[src/rtl/l1_cache_ctrl_p0.sv]
// Private L1 controller for core 0: direct-mapped MSI lines with one
// word each, GetS/GetM/PutM to the home directory, INV/DOWNGRADE acks.
module l1_cache_ctrl_p0 #(
  parameter int LINES  = 4,
  parameter int ADDR_W = 8,
  parameter int DATA_W = 8
) (
  input  logic              clk,
  input  logic              reset,
  input  logic              cpu_valid,
  input  logic              cpu_op,
  input  logic [ADDR_W-1:0] cpu_addr,
  input  logic [DATA_W-1:0] cpu_wdata,
  output logic              cpu_ready,
  output logic              cpu_done,
  output logic [DATA_W-1:0] cpu_rdata,
  output logic              dir_req_valid,
  output logic [1:0]        dir_req_type,
  output logic [ADDR_W-1:0] dir_req_addr,
  output logic [DATA_W-1:0] dir_req_data,
  input  logic              dir_req_ready,
  input  logic              dir_resp_valid,
  input  logic [DATA_W-1:0] dir_resp_data,
  input  logic              dir_cmd_valid,
  input  logic              dir_cmd_type,
  input  logic [ADDR_W-1:0] dir_cmd_addr,
  output logic              dir_cmd_ready,
  output logic              ack_valid,
  output logic              ack_dirty,
  output logic [DATA_W-1:0] ack_data
);
  localparam int IW = $clog2(LINES);
  localparam int TW = ADDR_W - IW;

  typedef enum logic [1:0] {S_IDLE, S_WB, S_REQ, S_WAIT} st_e;
  typedef enum logic [1:0] {L_I, L_S, L_M} ln_e;

  st_e state_q, state_d;
  ln_e         ln_q   [LINES];
  logic [TW-1:0]     tag_q  [LINES];
  logic [DATA_W-1:0] data_q [LINES];

  logic              op_q;
  logic [ADDR_W-1:0] addr_q;
  logic [DATA_W-1:0] wdata_q;
  logic              done_q;
  logic [DATA_W-1:0] rdata_q;
  logic              ack_v_q;
  logic              ack_d_q;
  logic [DATA_W-1:0] ack_dat_q;

  logic [IW-1:0] c_idx, l_idx, m_idx;
  logic [TW-1:0] c_tag, l_tag, m_tag;
  logic          c_hit, m_hit;
  logic          accept, cmd_acc, fill;

  assign c_idx = cpu_addr[IW-1:0];
  assign c_tag = cpu_addr[ADDR_W-1:IW];
  assign l_idx = addr_q[IW-1:0];
  assign l_tag = addr_q[ADDR_W-1:IW];
  assign m_idx = dir_cmd_addr[IW-1:0];
  assign m_tag = dir_cmd_addr[ADDR_W-1:IW];

  assign c_hit = (ln_q[c_idx] != L_I) && (tag_q[c_idx] == c_tag);
  assign m_hit = (ln_q[m_idx] != L_I) && (tag_q[m_idx] == m_tag);

  assign accept  = cpu_valid && cpu_ready;
  assign cmd_acc = dir_cmd_valid && dir_cmd_ready;
  assign fill    = (state_q == S_WAIT) && dir_resp_valid;

  always_ff @(posedge clk or posedge reset) begin
    if (reset) state_q <= S_IDLE;
    else       state_q <= state_d;
  end

  always_comb begin
    state_d = state_q;
    unique case (state_q)
      S_IDLE: if (accept) begin
        if (c_hit && (!cpu_op || ln_q[c_idx] == L_M))
          state_d = S_IDLE;
        else if (!c_hit && ln_q[c_idx] == L_M)
          state_d = S_WB;
        else
          state_d = S_REQ;
      end
      S_WB:   if (dir_req_ready) state_d = S_REQ;
      S_REQ:  if (dir_req_ready) state_d = S_WAIT;
      S_WAIT: if (dir_resp_valid) state_d = S_IDLE;
    endcase
  end

  always_comb begin
    dir_req_valid = 1'b0;
    dir_req_type  = 2'd0;
    dir_req_addr  = '0;
    dir_req_data  = '0;
    unique case (state_q)
      S_WB: begin
        dir_req_valid = 1'b1;
        dir_req_type  = 2'd2;
        dir_req_addr  = {tag_q[l_idx], l_idx};
        dir_req_data  = data_q[l_idx];
      end
      S_REQ: begin
        dir_req_valid = 1'b1;
        dir_req_type  = {1'b0, op_q};
        dir_req_addr  = addr_q;
      end
      default: ;
    endcase
    cpu_ready     = (state_q == S_IDLE) && !dir_cmd_valid;
    dir_cmd_ready = (state_q == S_IDLE) || (state_q == S_WAIT);
  end

  // Command effects are written before the fill so a same-cycle fill wins.
  always_ff @(posedge clk or posedge reset) begin
    if (reset) begin
      for (int i = 0; i < LINES; i++) begin
        ln_q[i]   <= L_I;
        tag_q[i]  <= '0;
        data_q[i] <= '0;
      end
      op_q      <= 1'b0;
      addr_q    <= '0;
      wdata_q   <= '0;
      done_q    <= 1'b0;
      rdata_q   <= '0;
      ack_v_q   <= 1'b0;
      ack_d_q   <= 1'b0;
      ack_dat_q <= '0;
    end else begin
      done_q    <= 1'b0;
      ack_v_q   <= 1'b0;
      ack_d_q   <= 1'b0;
      ack_dat_q <= '0;
      if (accept) begin
        op_q    <= cpu_op;
        addr_q  <= cpu_addr;
        wdata_q <= cpu_wdata;
        if (c_hit && !cpu_op) begin
          done_q  <= 1'b1;
          rdata_q <= data_q[c_idx];
        end else if (c_hit && ln_q[c_idx] == L_M) begin
          done_q        <= 1'b1;
          data_q[c_idx] <= cpu_wdata;
        end
      end
      if (state_q == S_WB && dir_req_ready) ln_q[l_idx] <= L_I;
      if (cmd_acc) begin
        ack_v_q <= 1'b1;
        if (m_hit && ln_q[m_idx] == L_M) begin
          ack_d_q   <= 1'b1;
          ack_dat_q <= data_q[m_idx];
        end
        if (m_hit) begin
          if (!dir_cmd_type)             ln_q[m_idx] <= L_I;
          else if (ln_q[m_idx] == L_M)   ln_q[m_idx] <= L_S;
        end
      end
      if (fill) begin
        tag_q[l_idx] <= l_tag;
        done_q       <= 1'b1;
        if (op_q) begin
          data_q[l_idx] <= wdata_q;
          ln_q[l_idx]   <= L_M;
        end else begin
          data_q[l_idx] <= dir_resp_data;
          ln_q[l_idx]   <= L_S;
          rdata_q       <= dir_resp_data;
        end
      end
    end
  end

  assign cpu_done  = done_q;
  assign cpu_rdata = rdata_q;
  assign ack_valid = ack_v_q;
  assign ack_dirty = ack_d_q;
  assign ack_data  = ack_dat_q;

endmodule

[config.mk]
export PLATFORM = sky130hd
export DESIGN_NAME = l1_cache_ctrl_p0
export DESIGN_NICKNAME = d
export VERILOG_FILES = /design/src/rtl/l1_cache_ctrl_p0.sv
export SDC_FILE = /design/constraint.sdc
export NUM_CORES = 1
export LEC_CHECK = 0
export CORE_MARGIN = 2
export CORE_UTILIZATION = 27
export DETAILED_ROUTE_END_ITERATION = 6
export GPL_ROUTABILITY_DRIVEN = 1
export SYNTH_ARGS = -nofsm -noshare
export SYNTH_HDL_FRONTEND = slang
export SYNTH_SLANG_ARGS = --single-unit
[constraint.sdc]
create_clock -name clk -period 2.9 [get_ports clk]
set_input_delay 0.29 -clock clk [delete_from_list [all_inputs] [get_ports clk]]
set_output_delay 0.29 -clock clk [all_outputs]
set_load 0.005 [all_outputs]
==> flow_summary.ini <==
[synth]
synthCells = 518
synthMuxAreaShare = 0.3253
synth_edf_count = 0
yosys.area_share.simple = 0.1014
yosys_warnings = 0
synth_area_mm2 = 0.006057
seq_area_frac_synth = 0.4214
synth_area_per_cell_um2 = 11.69
syn_nets = 563
synth_cell_type_count = 44
synth_top_family_by_area = multiplexers
dominantRegCellSynth = dfrtp_1
synth-xor-area-share = 0.02314
synth-adder-area-share = 0.01033
synth_compound_area_frac = 0.08655
async_flop_share = 1.000
ys_seq_elements = 102

[worst_setup_path]
crit_fanout = 7
path_class = reg2out
cp.arrival_ns = 2.26
crit_path_end = dir_req_addr[7]
r2r_cells = 9
ff2ff_setup_slack_ns = 0.42
critPathLaunchType = flip-flop
worst_r2r_endpoint = state_q[1]
cp-startpoint = state_q[0]
end_kind = primary output
crit_required_ns = 2.61
crit-reg2reg-launch = state_q[1]

[sta]
max_freq_ghz = 0.3925
min_period_ns = 2.548
setup_viol = 0
fin_crit_sh = 0.8785
clock_skew_ns = 0.01216
worstMarginPinSlew_ns = 0.6626
rsz0062_at_grt = false
setup_slack_ns = 0.3525
finalHoldViolations = 0
drv_slew = 0
relSlewSlack = 0.5572

[floorplan]
core_mm2 = 0.02189
fp-row-count = 54
start_util = 0.2767
fp.dieArea_mm2 = 0.02365
ios = 80
die-width_um = 153.8
die_h_um = 153.8

[cts]
clk_latency_ns = 0.36
htree_levels = 3
root_buffer = clkbuf_16
cts_tree = built
cts_sinks = 102
clkTransAtPathRegs_ns = 0.07
cts_setup_buffers = 0
cts_resized = 0
cts_buffer_depth = 2
cts_buffers = 9
hold_buffers = 0

[power_and_ir_drop]
ir_drop_uv = 319.3
p_per_area_mw_per_mm2 = 940.2
p_leak_nw = 3.105

[cells_and_area]
drive_above_1_share = 0.2353
area_growth_pct = 27.54
antenna_cells = 0
nets = 653
nFillCells = 2204
finalCoreUtilization = 0.3529

[routing]
ant_nets = 0
first_pass_iters = 5
vias = 4496
vias_per_cell = 5.040
drt_iter0_drc = 294
drt-wirelength-per-cell_um = 19.29
wl_um = 17200
drc_errors = 0

[global_routing]
overflow = 0
antenna_found_initial = 1
grt_pass1_wl_um = 27250
grt_usage = 0.1504
grt_max_degree = 88
first_global_vias = 4727

[outcome]
status = finished, final reports clean

[hold_path]
hold_class = in2async

[place]
dp_hpwl_um = 12240
portBuffers = 79
place_ws_ns = -0.04029
place_congestion = 0.8625

[flow_run]
maxCapViolations = 0
## metal layers
| layer | global-route usage | wire length, um | vias up |
|---|---|---|---|
| met5 | 0 | 12 | - |
| li1 | - | - | 2098 |
| met4 | 0.05374 | 410 | 2 |
| met3 | 0.03439 | 876 | 27 |
| met1 | 0.1923 | 7389 | 2253 |
| met2 | 0.2504 | 8514 | 116 |
## critical path, cell delays in order (launching register included)
cell and delay (ns):
dfrtp_1 0.43, inv_1 0.08, ha_1 0.42, inv_1 0.22, nor2_1 0.21, clkdlybuf4s50_1 0.53
## layout by cell type (no fill, tap or decap), types with 9 or more instances in the layout
cell type and instances:
a21oi_1 43, and2_1 9, buf_4 28, clkbuf_16 9
clkdlybuf4s50_1 79, dfrtp_1 102, inv_1 10, mux2_2 48
mux2i_1 57, mux4_2 37, nand2_1 11, nor2_1 54
nor2b_1 11, o21ai_0 9
## registers in the layout, summed over array words and instances, names as in the netlist
| register | count |
|---|---|
| tag_q | 24 |
| data_q | 32 |
| ln_q | 8 |
| ack_dirty | 1 |
| cpu_rdata | 8 |
| ack_data | 8 |
| op_q | 1 |
| wdata_q | 8 |
| addr_q | 8 |
| ack_valid | 1 |
| state_q | 2 |
| cpu_done | 1 |
## where the power goes
group          switching, mW  internal, mW
Combinational           1.38          1.86
Clock                  0.552         0.862
Sequential             0.570          2.03
## metrics by stage
stage | cell area [um2] | power [mW] | instances | hold WS (ns) | setup TNS, ns
floorplan | 6061 | 4.588 | 518 | 0.4295 | 0
global placement | 7387 | 5.824 | 877 | 0.4818 | 0
detailed placement | 7387 | 5.883 | 877 | 0.4876 | -0.3330
CTS | 7725 | 7.319 | 892 | 0.2880 | 0
global route | 7725 | 7.748 | 892 | 0.3206 | 0
finish | 7725 | 7.263 | 892 | 0.2814 | 0
## cells by family (layout without fill, tap and decap cells)
kind of cell,Yosys count,after routing
multiplexers,143,143
AO/OA/AOI/OAI,84,84
flip-flops,102,102
XOR/XNOR,16,16
adder cells (fa/ha/maj),5,5
buffers and inverters,45,139
AND/OR/NAND/NOR,123,123
## Yosys cell counts, drive strengths merged (4+ instances only)
cell type,count,area share
clkbuf,23,0.014
xnor2,8,0.012
a21oi,43,0.036
mux4,38,0.14
nand2,11,0.0068
ha,5,0.010
xor2,8,0.012
nor2,56,0.036
o21ai,9,0.0074
and2,10,0.010
o22ai,8,0.0083
buf,11,0.011
nor2b,11,0.011
nand2b,6,0.0062
o41ai,4,0.0058
nor3,5,0.0041
mux2i,57,0.094
and3,4,0.0041
or2,5,0.0052
nand3,6,0.0050
inv,11,0.0068
dfrtp,102,0.42
mux2,48,0.089
a22oi,7,0.0087
## layout make-up
cell class,count,area (um2),share of cell area
well taps,280,350.3,0.04535
multi-input cells,371,3318,0.4295
flip-flops and latches,102,2552,0.3304
clock buffers,11,242.7,0.03142
clock inverters,4,95.09,0.01231
repair buffers,113,1121,0.1451
inverters,11,45.04,0.005831
## how the worst min path moves through the flow
| stage | end | slack, ns |
|---|---|---|
| global placement | wdata_q[3] | 0.48 |
| global route | cpu_rdata[6] | 0.32 |
| CTS | cpu_rdata[6] | 0.29 |
| detailed placement | wdata_q[0] | 0.49 |
| finish | wdata_q[6] | 0.28 |
| floorplan | cpu_done | 0.43 |
(Power assumes the default switching activity.)
==> RTL change 1 (config.mk and constraints unchanged) <==
Encoding of `st_e`: now one-hot (4 bits for 4 values).
--- a/src/rtl/l1_cache_ctrl_p0.sv
+++ b/src/rtl/l1_cache_ctrl_p0.sv
@@ -34,3 +34,3 @@
 
-  typedef enum logic [1:0] {S_IDLE, S_WB, S_REQ, S_WAIT} st_e;
+  typedef enum logic [3:0] {S_IDLE = 4'b0001, S_WB = 4'b0010, S_REQ = 4'b0100, S_WAIT = 4'b1000} st_e;
   typedef enum logic [1:0] {L_I, L_S, L_M} ln_e;
Function: no difference found for any inputs over 4 cycles, from zero or initial values and one cycle with reset high; so few cycles prove little.
==> RTL change 1 against the original RTL <==
  * Sequential share of layout area fell by 0.56 points
  * Routed wire length rose by 13%
  * Area after synthesis rose by 3.4%
  * Sequential cell count rose by 2
  * Clock skew barely moved
  * Clock power fell by 6%
  * Cell area rose by 3.8%
  * Sequential power fell by 7%
  * Total power fell by 12%
  * Worst setup slack got worse by 0.27 ns
  * Largest cell class unchanged
  * Core utilization barely moved
  * Non-clock buffer count rose by 20
==> RTL change 1: results (changes against the original RTL) <==
* Status: finished clean
* CP Max Fanout at 5 (-2)
* Seq/Total Area, Yosys at 41.6% (-0.59 points)
* Slowest stage delay, CP at 0.62 ns (+0.09 ns)
* Final worst slack at 0.0790 ns (-0.274 ns)
* First-pass DRT Iterations at 5 (unchanged)
* Worst-margin pin slew at 0.662 ns (-0.000226 ns)
* Placer congestion estimate at 0.840 (-2.6%)
* Placed Area at 7690 sq um (+4.1%)
* R2R depth at 6 (-3)
* Crit-path leading delay family: simple AND/OR/NAND/NOR gates
* Final HPWL DP at 14.0 mm (+14%)
* Most frequent cells after synthesis: nand2_1, dfrtp_1, mux2i_1
* Arr. time, crit path at 3.07 ns (+0.81 ns)
* Avg Cell Area, Syn at 10.7 sq um (-8.7%)
* Register-to-register setup slack at 0.25 ns (-0.17 ns)
* Clk buf depth at 2 (unchanged)
* Crit path capture type: flip-flop
* Pin count of the biggest net entering global routing at 105 (+19%)
* Nets at 733 (+12%)
* Setup Skew at 0.0125 ns (+0.000322 ns)
* WL/cell at 19.9 microns (+3.0%)
* Vias in the first global route at 5,078 (+7.4%)
* Syn nets at 627 (+11%)
* Largest cells by area after synthesis: dfrtp_1, mux4_2, mux2i_1
* Initial antenna violation count at 0 (-1)
* Flip-flop and latch area at 2600 sq um (+2.0%)
* Global-route wire length before repair at 30.3 mm (+11%)
* Worst r2r dst: ln_q[6]
* Worst VDD drop at 0.308 mV (-3.6%)
* Layout Cells excl Fill at 983 (+10%)
* Initial DRC Count at 396 (+35%)
* Vias/cell at 5.20 (+3.2%)
* Share of layout cells above drive strength 1 at 20.9% (-2.6 points)
* Pre-CTS setup slack at -0.447 ns (-0.407 ns)
* CP max-delay cell: or4b_1
* Post-Place Cells at 967 (+10%)
* Gr usage total at 16.4% (+1.4 points)
* Worst Setup SP: dir_cmd_addr[0]
* Static leakage at 3.32 nW (+6.8%)
* Reg2Reg Launch Point: tag_q[4]
[RTL change 1: final cells by class]
cell class	count	area share (%)
Clock buffer	11	3.15
Clock inverter	5	0.765
Inverter	10	0.515
Multi-Input combinational cell	435	43.4
Sequential cell	104	32.5
Tap cell	285	4.45
Timing Repair Buffer	133	15.3
[RTL change 1: how the worst min path moves through the flow]
stage | slack, ns | to | startpoint | depth (start not counted)
2_1_floorplan | 0.40 | state_q[1] | dir_req_ready | 1
3_3_place_gp | 0.48 | wdata_q[0] | wdata_q[0] | 1
3_5_place_dp | 0.49 | wdata_q[6] | wdata_q[6] | 1
4_1_cts | 0.48 | data_q[25] | reset | 3
5_1_grt | 0.52 | wdata_q[0] | wdata_q[0] | 1
6_report | 0.43 | wdata_q[3] | reset | 3
[RTL change 1: repair_timing]
item,in CTS,in global routing
setup endpoints to repair,10,33
hold buffers,0,0
gates resized for setup,2,1
[RTL change 1: metal layers]
metal  share of wire, %  GRT usage [%]  wire length, microns
met2                 47           25.7                  9100
met4                1.7           4.41                   326
met5                  0              0                     0
met1                 46           23.1                  8890
met3                6.2           3.38                  1210
[RTL change 1: kinds of logic after synthesis]
group	synth area share, %
simple gates	16.0
xor+xnor	2.24
flops	41.6
buf+inv	3.15
compound gates	10.4
mux	26.6
[RTL change 1: where the power goes]
group	leakage (nW)	switching, mW	internal (mW)
clock	0.157	0.591	0.726
combinational	1.79	1.23	1.44
sequential	1.37	0.470	1.94
total	3.32	2.29	4.10
[RTL change 1: worst register-to-register path: cells and delay by family, from the launching register on]
kind / cells / cell delay [ns]
xor gates and xnor gates: 1 / 0.17
AOI/OAI and AO/OA: 1 / 0.22
DFF: 1 / 0.42
muxes: 1 / 0.51
and+or+nand+nor: 3 / 1.22
==> RTL change 2 (same flow settings) <==
Without the edit above. Set the parameter `ADDR_W` to 9 (it was 8).
--- a/src/rtl/l1_cache_ctrl_p0.sv
+++ b/src/rtl/l1_cache_ctrl_p0.sv
@@ -4,3 +4,3 @@
   parameter int LINES  = 4,
-  parameter int ADDR_W = 8,
+  parameter int ADDR_W = 9,
   parameter int DATA_W = 8
Ports: changed (resized cpu_addr, dir_cmd_addr and dir_req_addr); port bits go from 80 to 83. No check against the original RTL was run, so the function may have changed too.
==> RTL change 2 against the original RTL <==
  * Area after synthesis grew 15%
  * Sequential power grew 10%
  * Synthesized cell count rose by 45%
  * First-iteration DRC count increased to 2.8 times the old value
  * Sequential cell count is 5 higher
  * Count of clock-buffer cells in the layout grew 2
  * Total power grew 11%
  * Worst setup slack worse by 0.11 ns
  * Cell area increased by 12%
  * Clock power decreased by 16%
  * Critical path depth up 1
  * Routed wire length up 42%
  * Critical endpoint unchanged
==> RTL change 2: results (changes against the original RTL) <==
* Post-synthesis mux area share at 17.0% (-15 points)
* CTS Buf Count at 9 (unchanged)
* Seq/Total Area, Yosys at 38.5% (-3.6 points)
* Pin count of the biggest net entering global routing at 54 (-39%)
* Global-route wire length before repair at 37.7 mm (+38%)
* Avg Cell Area, Syn at 9.28 sq um (-21%)
* Top Registers: data_q x32, tag_q x28, addr_q x9
* Fill count at 2,571 (+17%)
* IO Port Bufs at 82 (+3.8%)
* Worst r2r dst: ln_q[4]
* Nets at 867 (+33%)
* Post-Place Cells at 1,138 (+30%)
* Vias in the first global route at 6,237 (+32%)
* Arr. time, crit path at 2.37 ns (+0.11 ns)
* XOR/XNOR share of the synthesized area at 2.14% (-0.17 points)
* R2R depth at 7 (-2)
* Setup Skew at 0.00785 ns (-0.00431 ns)
* Gr usage total at 18.3% (+3.3 points)
* Static leakage at 3.42 nW (+10%)
* Syn nets at 796 (+41%)
* Crit path capture: dir_req_addr[7]
* Worst-margin pin slew at 0.841 ns (+0.178 ns)
* Share of layout cells above drive strength 1 at 13.8% (-9.7 points)
* Vias at 6,475 (+44%)
* Slowest stage delay, CP at 0.51 ns (-0.02 ns)
* Yosys cell types at 45 (+2.3%)
* Largest cells by area after synthesis: dfrtp_1, mux4_2, nand2_1
* Register-to-register setup slack at 0.48 ns (+0.06 ns)
* Initial antenna violation count at 0 (-1)
* Post-synthesis compound-gate area fraction at 15.9% (+7.2 points)
* ANT cells at 0 (unchanged)
* WL final at 24.4 mm (+42%)
* Adder-cell area share of the yosys netlist at 0.900% (-0.13 points)
* Initial DRC Count at 809 (+180%)
* Placer congestion estimate at 0.837 (-2.9%)
* Post-synth EDFFs at 0 (unchanged)
* Reg2Reg Launch Point: tag_q[15]
* Final HPWL DP at 16.2 mm (+33%)
* Status: finished clean
* Worst VDD drop at 0.301 mV (-5.8%)
* Most frequent cells after synthesis: nand2_1, dfrtp_1, nor2_1
* Layout Cells excl Fill at 1,154 (+29%)
* CP Max Fanout at 6 (-1)
## RTL change 2: through the flow
step           utilization [%]  setup WS, ns  area [sq um]  setup TNS, ns
6_report                  34.3         0.243          8650              0
5_1_grt                   34.3        0.0794          8650              0
4_1_cts                   34.2        0.0312          8630              0
3_5_place_dp              33.1        -0.141          8360          -1.47
3_3_place_gp              33.1       -0.0799          8360         -0.742
2_1_floorplan                -         0.641          6960              0
## RTL change 2: cell families after synthesis
group | count (synthesis)
multiplexers | 61
adder cells (fa/ha/maj) | 5
AO/OA/AOI/OAI | 150
buffers and inverters | 78
XOR/XNOR | 17
flip-flops | 107
AND/OR/NAND/NOR | 331
## RTL change 2: final cells by class
type	instances	area [sq um]	area share [%]
Clock buffer	13	250	2.89
Clock inverter	2	12.5	0.145
Inverter	9	41.3	0.477
Multi-Input combinational cell	564	3970	45.9
Sequential cell	107	2680	30.9
Tap cell	330	413	4.77
Timing Repair Buffer	129	1290	14.9
## RTL change 2: what timing repair did
item                                   in CTS  in global routing
endpoints found under the hold margin       0                  0
gates resized for setup                     0                  2
setup endpoints to repair                   0                  5
buffers inserted                            0                  1
## RTL change 2: power breakdown
group	internal, mW	switching, mW	total [mW]
clock network	0.603	0.575	1.18
registers	2.15	0.719	2.87
logic	2.05	1.98	4.03
total	4.81	3.27	8.08
## RTL change 2: routing by layer
layer	wire, microns	up-vias	GRT usage, %
li1	-	2894	-
met1	10700	3204	25.5
met2	11000	337	27.8
met3	2080	40	4.27
met4	607	0	6.84
met5	0	-	0
## RTL change 2: worst register-to-register path, delay by kind of cell (launching register included)
| kind | cells | cell delay [ns] |
|---|---|---|
| xor+xnor | 1 | 0.18 |
| simple gates | 2 | 0.49 |
| buf+inv | 1 | 0.18 |
| mux | 1 | 0.53 |
| compound gates | 2 | 0.56 |
| flops | 1 | 0.41 |
## RTL change 2: worst min path at each step
stage / end / slack, ns / cells past startpoint
6_report: wdata_q[2] / 0.38 / 2
5_1_grt: cpu_rdata[3] / 0.41 / 2
4_1_cts: cpu_rdata[3] / 0.40 / 2
3_5_place_dp: wdata_q[0] / 0.46 / 2
3_3_place_gp: wdata_q[6] / 0.45 / 2
2_1_floorplan: addr_q[2] / 0.40 / 2
